[config.mk]
export PLATFORM = sky130hd
export DESIGN_NAME = dmem_arbiter
export DESIGN_NICKNAME = d
export VERILOG_FILES = /design/src/rtl/dmem_pkg.sv /design/src/rtl/dmem_arb_pick.sv /design/src/rtl/dmem_arbiter.sv
export SDC_FILE = /design/constraint.sdc
export NUM_CORES = 1
export LEC_CHECK = 0
export CAP_MARGIN = 15
export CORE_MARGIN = 2
export CORE_UTILIZATION = 30
export CTS_CLUSTER_DIAMETER = 120
export DETAILED_ROUTE_END_ITERATION = 8
export PLACE_DENSITY = 0.67
export RECOVER_POWER = 100
export SYNTH_ARGS = -nofsm -noshare
export SYNTH_HDL_FRONTEND = slang
export SYNTH_SLANG_ARGS = --single-unit
export TNS_END_PERCENT = 50
[constraint.sdc]
create_clock -name clk -period 2 [get_ports clk]
set_input_delay 0.2 -clock clk [delete_from_list [all_inputs] [get_ports clk]]
set_output_delay 0.2 -clock clk [all_outputs]
set_load 0.1 [all_outputs]
[src/rtl/dmem_pkg.sv]
// Shared constants for the data-memory arbiter: default widths, FSM state encoding and port ids.
package dmem_pkg;

    localparam int DEF_DATA_W = 24;
    localparam int DEF_ADDR_W = 16;

    localparam logic [1:0] ST_IDLE  = 2'd0;
    localparam logic [1:0] ST_ISSUE = 2'd1;
    localparam logic [1:0] ST_RESP  = 2'd2;

    localparam logic PORT_C = 1'b0;
    localparam logic PORT_H = 1'b1;

endpackage

[src/rtl/dmem_arb_pick.sv]
// Winner select between CPU (C) and host (H) requests; combinational, zero latency.
// No backpressure of its own; a lone requester always wins.
// ARB_ROUND_ROBIN_EN defined: a tie goes to the port not in last_grant; undefined: C always beats H.
module dmem_arb_pick
    import dmem_pkg::*;
(
    input  logic c_req,
    input  logic h_req,
    input  logic last_grant,
    output logic win
);

`ifdef ARB_ROUND_ROBIN_EN
    assign win = (c_req && h_req) ? ~last_grant : (h_req ? PORT_H : PORT_C);
`else
    logic unused_last_grant;
    assign unused_last_grant = last_grant;
    assign win = c_req ? PORT_C : PORT_H;
`endif

endmodule

[src/rtl/dmem_arbiter.sv]
// Shares the single-port data RAM between the CPU (C) and host loader (H) ports.
// Latency: req sampled at N -> gnt/mem_en at N+1; reads -> rvalid with rdata at N+3.
// Backpressure: requester holds req until gnt; a losing port stays pending until the next IDLE. Tie policy set by ARB_ROUND_ROBIN_EN.
module dmem_arbiter
    import dmem_pkg::*;
#(
    parameter int DATA_W = DEF_DATA_W,
    parameter int ADDR_W = DEF_ADDR_W
) (
    input  logic              clk,
    input  logic              rst,
    input  logic              c_req,
    input  logic              c_we,
    input  logic [ADDR_W-1:0] c_addr,
    input  logic [DATA_W-1:0] c_wdata,
    output logic              c_gnt,
    output logic              c_rvalid,
    input  logic              h_req,
    input  logic              h_we,
    input  logic [ADDR_W-1:0] h_addr,
    input  logic [DATA_W-1:0] h_wdata,
    output logic              h_gnt,
    output logic              h_rvalid,
    output logic [DATA_W-1:0] rdata,
    output logic              mem_en,
    output logic              mem_we,
    output logic [ADDR_W-1:0] mem_addr,
    output logic [DATA_W-1:0] mem_wdata,
    input  logic [DATA_W-1:0] mem_rdata,
    output logic              busy
);

    logic [1:0]        state;
    logic              cmd_port;
    logic              cmd_we;
    logic [ADDR_W-1:0] cmd_addr;
    logic [DATA_W-1:0] cmd_wdata;
    logic              last_grant;
    logic              win;

    dmem_arb_pick u_pick (
        .c_req      (c_req),
        .h_req      (h_req),
        .last_grant (last_grant),
        .win        (win)
    );

    // The whole command is captured at the IDLE decision so later input changes cannot disturb it.
    always_ff @(posedge clk or posedge rst) begin
        if (rst) begin
            state      <= ST_IDLE;
            cmd_port   <= PORT_C;
            cmd_we     <= 1'b0;
            cmd_addr   <= '0;
            cmd_wdata  <= '0;
            last_grant <= PORT_C;
        end else begin
            case (state)
                ST_IDLE: begin
                    if (c_req || h_req) begin
                        cmd_port   <= win;
                        cmd_we     <= (win == PORT_H) ? h_we    : c_we;
                        cmd_addr   <= (win == PORT_H) ? h_addr  : c_addr;
                        cmd_wdata  <= (win == PORT_H) ? h_wdata : c_wdata;
                        last_grant <= win;
                        state      <= ST_ISSUE;
                    end
                end
                ST_ISSUE: state <= cmd_we ? ST_IDLE : ST_RESP;
                ST_RESP:  state <= ST_IDLE;
                default:  state <= ST_IDLE;
            endcase
        end
    end

    // RAM data lands in RESP; registering it here gives the fixed N+3 read latency.
    always_ff @(posedge clk or posedge rst) begin
        if (rst) begin
            rdata    <= '0;
            c_rvalid <= 1'b0;
            h_rvalid <= 1'b0;
        end else begin
            c_rvalid <= (state == ST_RESP) && (cmd_port == PORT_C);
            h_rvalid <= (state == ST_RESP) && (cmd_port == PORT_H);
            if (state == ST_RESP) begin
                rdata <= mem_rdata;
            end
        end
    end

    assign mem_en    = (state == ST_ISSUE);
    assign mem_we    = mem_en && cmd_we;
    assign mem_addr  = cmd_addr;
    assign mem_wdata = cmd_wdata;
    assign c_gnt     = mem_en && (cmd_port == PORT_C);
    assign h_gnt     = mem_en && (cmd_port == PORT_H);
    assign busy      = (state != ST_IDLE);

endmodule

==> results of run 1 <==
state kept, by name, summed over array words and instances, names as in the netlist:
register   cells
c_rvalid       1
state          2
mem_addr      16
cmd_we         1
h_rvalid       1
mem_wdata     24
rdata         24
cmd_port       1
synth_stat cells:
cell type  instances  area [sq um]
buf_4              2          15.0
a21oi_1            2          10.0
nor2_1             5          18.8
buf_6              2          22.5
o21a_1             1          7.51
and2_1             1          6.26
buf_2              5          25.0
nor2_2             1          6.26
mux2_4            39           586
buf_12             4          80.1
inv_1              4          15.0
dfrtp_1           70          1750
mux2_2            67           754
nand2b_1           2          12.5
critical path, stage by stage (launching register included):
cell and delay [ns]:
dfrtp_1 0.40, nand2b_1 0.20, nor2_1 0.11, clkbuf_2 0.47
layer usage:
metal  global-route usage  wire, um
met2                0.218      3740
met3               0.0526       714
met4               0.0421        73
met1                0.161      3190
met5                    0         0
logic make-up after synthesis:
family                 after synthesis
AND/OR/NAND/NOR                      9
buffers and inverters               17
multiplexers                       106
flip-flops                          70
AO/OA/AOI/OAI                        3
cell type report:
class,count,area [sq um],share of cell area
clock inverters,5,81.3,0.0164
multi-input cells,118,1260,0.254
well taps,140,175,0.0354
flip-flops and latches,70,1750,0.354
clock buffers,11,141,0.0286
inverters,4,15.0,0.00303
repair buffers,187,1530,0.308
worst paths after layout:
| path | end | slack [ns] | start | depth (start not counted) |
|---|---|---|---|---|
| worst max-delay path | h_gnt | 0.28 | state[1]$_DFFE_PP0P_ | 3 |
| worst min-delay path | rdata[22]$_DFFE_PP0N_ | 0.46 | rst | 2 |
| worst max register to register | mem_wdata[4]$_DFFE_PP0P_ | 0.37 | state[1]$_DFFE_PP0P_ | 4 |
| worst min register to register | state[1]$_DFFE_PP0P_ | 0.47 | cmd_we$_DFFE_PP0P_ | 1 |
| max in group asynchronous | rdata[23]$_DFFE_PP0N_ | 0.54 | rst | 3 |
| min in group clk | rdata[6]$_DFFE_PP0N_ | 0.46 | mem_rdata[6] | 2 |
stage by stage:
stage,instances,cell area (sq um),TNS [ns],utilization
floorplan,205,3310,-0.0408,-
global placement,519,5120,0,0.474
detailed placement,519,5120,0,0.474
CTS,535,5340,0,0.495
global route,535,4950,0,0.459
finish,535,4950,0,0.459
==> results.json, run 1 <==
{
  "final_max_slew_viol_count": 0,
  "synth_sequential_area_ratio": 0.529,
  "syn_nets": 315,
  "cts_tree": "done",
  "die_w_um": 109,
  "start_util": 0.307,
  "yosysWarnings": 0,
  "pre_cts_ws_ns": 0.411,
  "status": "completed",
  "clk_latency_ns": 0.34,
  "first_iter_violations": 33,
  "track_usage": 0.133,
  "cts_sinks": 70,
  "ys_ff_latch": 70,
  "routedWlPerCell_um": 14.4,
  "clock_skew_ns": 0.0117,
  "drcViolationCount": 0,
  "synthMuxAreaShare": 0.405,
  "critPathLaunchType": "flop",
  "dieArea_sq_mm": 0.0119,
  "max_slew.worst_pin.slew_ns": 0.819,
  "dp_hpwl_um": 6040,
  "cp.required_ns": 1.80,
  "die_h_um": 109,
  "cts_buffers": 9,
  "synth_top_family_by_area": "multiplexers",
  "layout_commonest_cell": "clkdlybuf4s50_1",
  "grt_max_degree": 30,
  "antenna_found_initial": 0,
  "cts-root-buf": "clkbuf_8",
  "timing.final.ws_setup_ns": 0.284,
  "htree_levels": 3,
  "crit_fanout": 4,
  "netlist_instances": 205,
  "hold_violations": 0,
  "gp_congestion": 0.663,
  "core_area_sq_mm": 0.0108,
  "synthesis.area_sq_mm": 0.00331,
  "syn_avg_cell_area_sq_um": 16.1,
  "post_cts_buffers": 0,
  "cp_data_arrival_time_ns": 1.52,
  "rows": 38,
  "synthSimpleGateAreaFrac": 0.0132,
  "max_freq_ghz": 0.583,
  "boundaryPins": 181,
  "insertedDiodeCount": 0,
  "n_fill_cell": 1088,
  "drt_pass1_iterations": 4,
  "synthAdderAreaFrac": 0,
  "synth-compound-area-share": 0.00529,
  "critical_path_class": "reg2out",
  "finalSetupViolCount": 0,
  "drt_wl_total_um": 7720,
  "drive_above_1_share": 0.415,
  "grt_first_pass_wirelength_um": 11900,
  "min_path_type": "in2async",
  "mostFrequentLayoutCells": "107 x clkdlybuf4s50_1, 73 x clkbuf_2, 70 x dfrtp_1, 67 x mux2_2, 38 x mux2_1",
  "final_nets": 500,
  "ctsResizeCount": 0,
  "io_buffers": 180,
  "min_period_ns": 1.72,
  "syn_to_final_growth_pct": 49.5,
  "hold_ws_ns": 0.456,
  "min_period_over_period": 0.858,
  "timing.critical_path.to_type": "primary output",
  "clockBufferDepth": 2,
  "rsz0062_at_grt": "no",
  "cts.clk_slew.worst_paths_ns": 0.08,
  "slew_headroom": 0.454,
  "grt_pass1_vias": 2453,
  "yosysUniqueCellTypes": 14,
  "postRouteAntennaNets": 0,
  "hold_buffers": 0,
  "num_vias": 2284,
  "grt_overflow": 0,
  "vias_per_cell": 4.27,
  "synth_xor_area_frac": 0,
  "drv_cap": 0
}
Power of run 1 is not shown: default switching activity piles up to over one toggle a cycle in this logic, so the estimate is an artifact.
==> inputs of run 2 (changes only) <==
==> constraint.sdc (replaced) <==
create_clock -name clk -period 2 [get_ports clk]
set_input_delay 0.3 -clock clk [delete_from_list [all_inputs] [get_ports clk]]
set_output_delay 0.3 -clock clk [all_outputs]
set_load 0.1 [all_outputs]
==> results.json, run 2 (same netlist as run 1, synthesis figures left out) <==
{
  "crit_fanout": 4,
  "hold_depth": 2,
  "cts.clk_slew.worst_paths_ns": 0.07,
  "num_vias": 2272,
  "layout_commonest_cell": "clkdlybuf4s50_1",
  "io_buffers": 180,
  "reg2reg_slack_ns": 0.37,
  "cts_tree": "done",
  "grt_overflow": 0,
  "max_slew.worst_pin.slew_ns": 0.918,
  "track_usage": 0.131,
  "worstReg2RegEnd": "mem_wdata[1]$_DFFE_PP0P_",
  "die_w_um": 109,
  "n_fill_cell": 1038,
  "drv_cap": 0,
  "min_path_type": "in2reg",
  "htree_levels": 3,
  "post_cts_buffers": 0,
  "hold_end": "cmd_port$_DFFE_PP0P_",
  "dieArea_sq_mm": 0.0119,
  "hold_violations": 0,
  "drt_wl_total_um": 7690,
  "hold_buffers": 0,
  "core_area_sq_mm": 0.0108,
  "cp_data_arrival_time_ns": 1.46,
  "hp-start": "c_req",
  "drt_pass1_iterations": 4,
  "grt_first_pass_wirelength_um": 11800,
  "rows": 38,
  "timing.critical_path.to_type": "primary output",
  "cts-root-buf": "clkbuf_8",
  "ctsResizeCount": 0,
  "postRouteAntennaNets": 0,
  "final_cells": 534,
  "min_period_over_period": 0.878,
  "rsz0062_at_grt": "no",
  "cp.required_ns": 1.70,
  "grt_max_degree": 71,
  "cts_buffers": 9,
  "finalSetupViolCount": 0,
  "boundaryPins": 181,
  "critPathLaunchType": "flop",
  "final_nets": 498,
  "drcViolationCount": 0,
  "dp_hpwl_um": 5750,
  "status": "completed",
  "dp_cells": 517,
  "clock_skew_ns": 0.00701,
  "clockBufferDepth": 2,
  "clk_latency_ns": 0.33,
  "critical_path_class": "reg2out",
  "grt_pass1_vias": 2379,
  "final_max_slew_viol_count": 0,
  "cts_sinks": 70,
  "drive_above_1_share": 0.412,
  "r2r_cells": 4,
  "slew_headroom": 0.388,
  "antenna_found_initial": 1,
  "first_iter_violations": 60,
  "reg2reg_from": "state[0]$_DFFE_PP0P_",
  "die_h_um": 109,
  "min_period_ns": 1.76,
  "gp_congestion": 0.731,
  "max_freq_ghz": 0.570,
  "mostFrequentLayoutCells": "107 x clkdlybuf4s50_1, 70 x dfrtp_1, 70 x clkbuf_2, 67 x mux2_2, 38 x mux2_1",
  "start_util": 0.307,
  "syn_to_final_growth_pct": 49.6,
  "vias_per_cell": 4.25,
  "routedWlPerCell_um": 14.4
}
==> run 2: cell count changes in the layout (fill, tap and decap cells not counted), sizes merged <==
| cell | delta |
|---|---|
| clkbuf | -1 |
| clkinv | +1 |
| diode | +1 |
| inv | -2 |
==> run 2: worst max-delay path by stage <==
stage,startpoint,to,slack (ns),cells past startpoint
floorplan,state[1]$_DFFE_PP0P_,c_gnt,-0.12,2
global placement,h_req,mem_addr[13]$_DFFE_PP0P_,0.34,4
detailed placement,h_req,mem_addr[14]$_DFFE_PP0P_,0.32,4
CTS,state[1]$_DFFE_PP0P_,mem_we,0.26,4
global route,state[1]$_DFFE_PP0P_,mem_en,0.14,3
finish,state[1]$_DFFE_PP0P_,mem_en,0.24,3
==> run 2: metal layers <==
| layer | global-route usage | wire length, um | part of all wire |
|---|---|---|---|
| met5 | 0 | 0 | 0 |
| met2 | 0.217 | 3750 | 0.49 |
| met3 | 0.0484 | 701 | 0.091 |
| met4 | 0.0504 | 70 | 0.0091 |
| met1 | 0.155 | 3170 | 0.41 |
==> run 2: layout make-up <==
type	count	area (sq um)	area share
antenna	1	2.50	0.000505
clock buffer	12	145	0.0293
clock inverter	4	70.1	0.0141
inverter	4	18.8	0.00379
multi-input combinational	118	1260	0.254
sequential	70	1750	0.354
tap	140	175	0.0354
timing repair buffer	185	1530	0.309
==> run 2: through the flow <==
| stage | util | instance area, sq um | setup slack (ns) | hold WS [ns] | setup TNS [ns] |
|---|---|---|---|---|---|
| 6_report | 0.459 | 4950 | 0.244 | 0.323 | 0 |
| 5_1_grt | 0.459 | 4950 | 0.144 | 0.321 | 0 |
| 4_1_cts | 0.492 | 5310 | 0.261 | 0.302 | 0 |
| 3_5_place_dp | 0.472 | 5090 | 0.318 | 0.495 | 0 |
| 3_3_place_gp | 0.472 | 5090 | 0.338 | 0.491 | 0 |
| 2_1_floorplan | - | 3320 | -0.120 | 0.417 | -0.317 |
==> run 2: worst max-delay path: stages (launching register included) <==
cell      delay (ns)
dfrtp_1         0.39
nand2b_1        0.20
inv_1           0.08
clkbuf_2        0.46
Power of run 2 is left out for the same reason.
==> inputs of run 3 (changes only) <==
--- a/config.mk
+++ b/config.mk
@@ -10,7 +10,7 @@
 export CORE_UTILIZATION = 30
 export CTS_CLUSTER_DIAMETER = 120
 export DETAILED_ROUTE_END_ITERATION = 8
-export PLACE_DENSITY = 0.67
+export PLACE_DENSITY = 0.76
 export RECOVER_POWER = 100
 export SYNTH_ARGS = -nofsm -noshare
 export SYNTH_HDL_FRONTEND = slang
==> results.json, run 3 (same netlist as run 1, synthesis figures left out) <==
{
  "mostFrequentLayoutCells": "107 x clkdlybuf4s50_1, 70 x dfrtp_1, 69 x clkbuf_2, 67 x mux2_2, 37 x mux2_1",
  "min_period_over_period": 0.880,
  "max_freq_ghz": 0.568,
  "hold_buffers": 0,
  "ctsResizeCount": 0,
  "die_h_um": 109,
  "boundaryPins": 181,
  "dp_hpwl_um": 6040,
  "timing.critical_path.to_type": "primary output",
  "num_vias": 2313,
  "track_usage": 0.133,
  "final_max_slew_viol_count": 0,
  "io_buffers": 180,
  "start_util": 0.307,
  "clockBufferDepth": 2,
  "antenna_found_initial": 0,
  "rows": 38,
  "finalSetupViolCount": 0,
  "max_slew.worst_pin.slew_ns": 0.934,
  "timing.final.ws_setup_ns": 0.241,
  "cts_sinks": 70,
  "cp_data_arrival_time_ns": 1.46,
  "cts_buffers": 9,
  "htree_levels": 3,
  "gp_congestion": 0.677,
  "final.setup.tns_ns": 0,
  "syn_to_final_growth_pct": 49.0,
  "critical_path_class": "reg2out",
  "clk_latency_ns": 0.34,
  "core_area_sq_mm": 0.0108,
  "die_w_um": 109,
  "cts_tree": "done",
  "finish.utilization": 0.457,
  "cts-root-buf": "clkbuf_8",
  "grt_first_pass_wirelength_um": 12000,
  "min_period_ns": 1.76,
  "grt_overflow": 0,
  "cts.clk_slew.worst_paths_ns": 0.07,
  "vias_per_cell": 4.32,
  "grt_max_degree": 71,
  "first_iter_violations": 50,
  "post_cts_buffers": 0,
  "final_nets": 501,
  "dieArea_sq_mm": 0.0119,
  "min_path_type": "in2reg",
  "drive_above_1_share": 0.419,
  "postRouteAntennaNets": 0,
  "drv_cap": 0,
  "grt_pass1_vias": 2517,
  "drt_pass1_iterations": 4,
  "hold_violations": 0,
  "clock_skew_ns": 0.0111,
  "status": "completed",
  "pre_cts_ws_ns": 0.200,
  "crit_fanout": 4,
  "drcViolationCount": 0,
  "hold_ws_ns": 0.454,
  "rsz0062_at_grt": "no",
  "cp.required_ns": 1.70,
  "slew_headroom": 0.377,
  "insertedDiodeCount": 0,
  "critPathLaunchType": "flop",
  "layout_commonest_cell": "clkdlybuf4s50_1",
  "drt_wl_total_um": 7820,
  "routedWlPerCell_um": 14.6
}
## run 3: changes by cell type in the layout (fill, tap and decap cells not counted), sizes merged
cell and change:
buf +4, bufinv -1, clkbuf -2, clkinvlp +2
diode -1
## run 3: worst max-delay path, stage by stage (launching register included)
cell	delay, ns
dfrtp_1	0.39
nand2b_1	0.19
nor2_1	0.11
buf_2	0.44
## run 3: metrics by stage
stage | instance area, sq um | cells
after floorplan | 3320 | 205
after global placement | 5120 | 520
after detailed placement | 5120 | 520
after CTS | 5320 | 536
after global routing | 4930 | 536
final | 4930 | 536
## run 3: area by class of cell
cell class                 instances  area [sq um]
timing repair buffer             188          1530
fill                            1051          5860
tap                              140           175
clock inverter                     5          58.8
inverter                           4          18.8
sequential                        70          1750
multi-input combinational        118          1260
clock buffer                      11           141
## run 3: final timing paths
check                           slack, ns                 startpoint                        end  depth (start not counted)
worst min-delay path                 0.45                      c_req       cmd_port$_DFFE_PP0P_                          3
worst max register to register       0.35       state[0]$_DFFE_PP0P_    mem_addr[2]$_DFFE_PP0P_                          4
worst min register to register       0.48  mem_wdata[18]$_DFFE_PP0P_  mem_wdata[18]$_DFFE_PP0P_                          1
max in group asynchronous            0.60                        rst  mem_wdata[23]$_DFFE_PP0P_                          3
min in group asynchronous            0.77                        rst      rdata[16]$_DFFE_PP0N_                          3
worst max-delay path                 0.24       state[1]$_DFFE_PP0P_                      h_gnt                          3
## run 3: metal layers
| layer | GRT usage | wire, um | up-vias |
|---|---|---|---|
| met4 | 0.0659 | 102 | 0 |
| li1 | - | - | 1088 |
| met2 | 0.232 | 3990 | 101 |
| met1 | 0.149 | 3090 | 1117 |
| met5 | 0 | 0 | - |
| met3 | 0.0371 | 633 | 7 |
Power of run 3 is left out for the same reason.
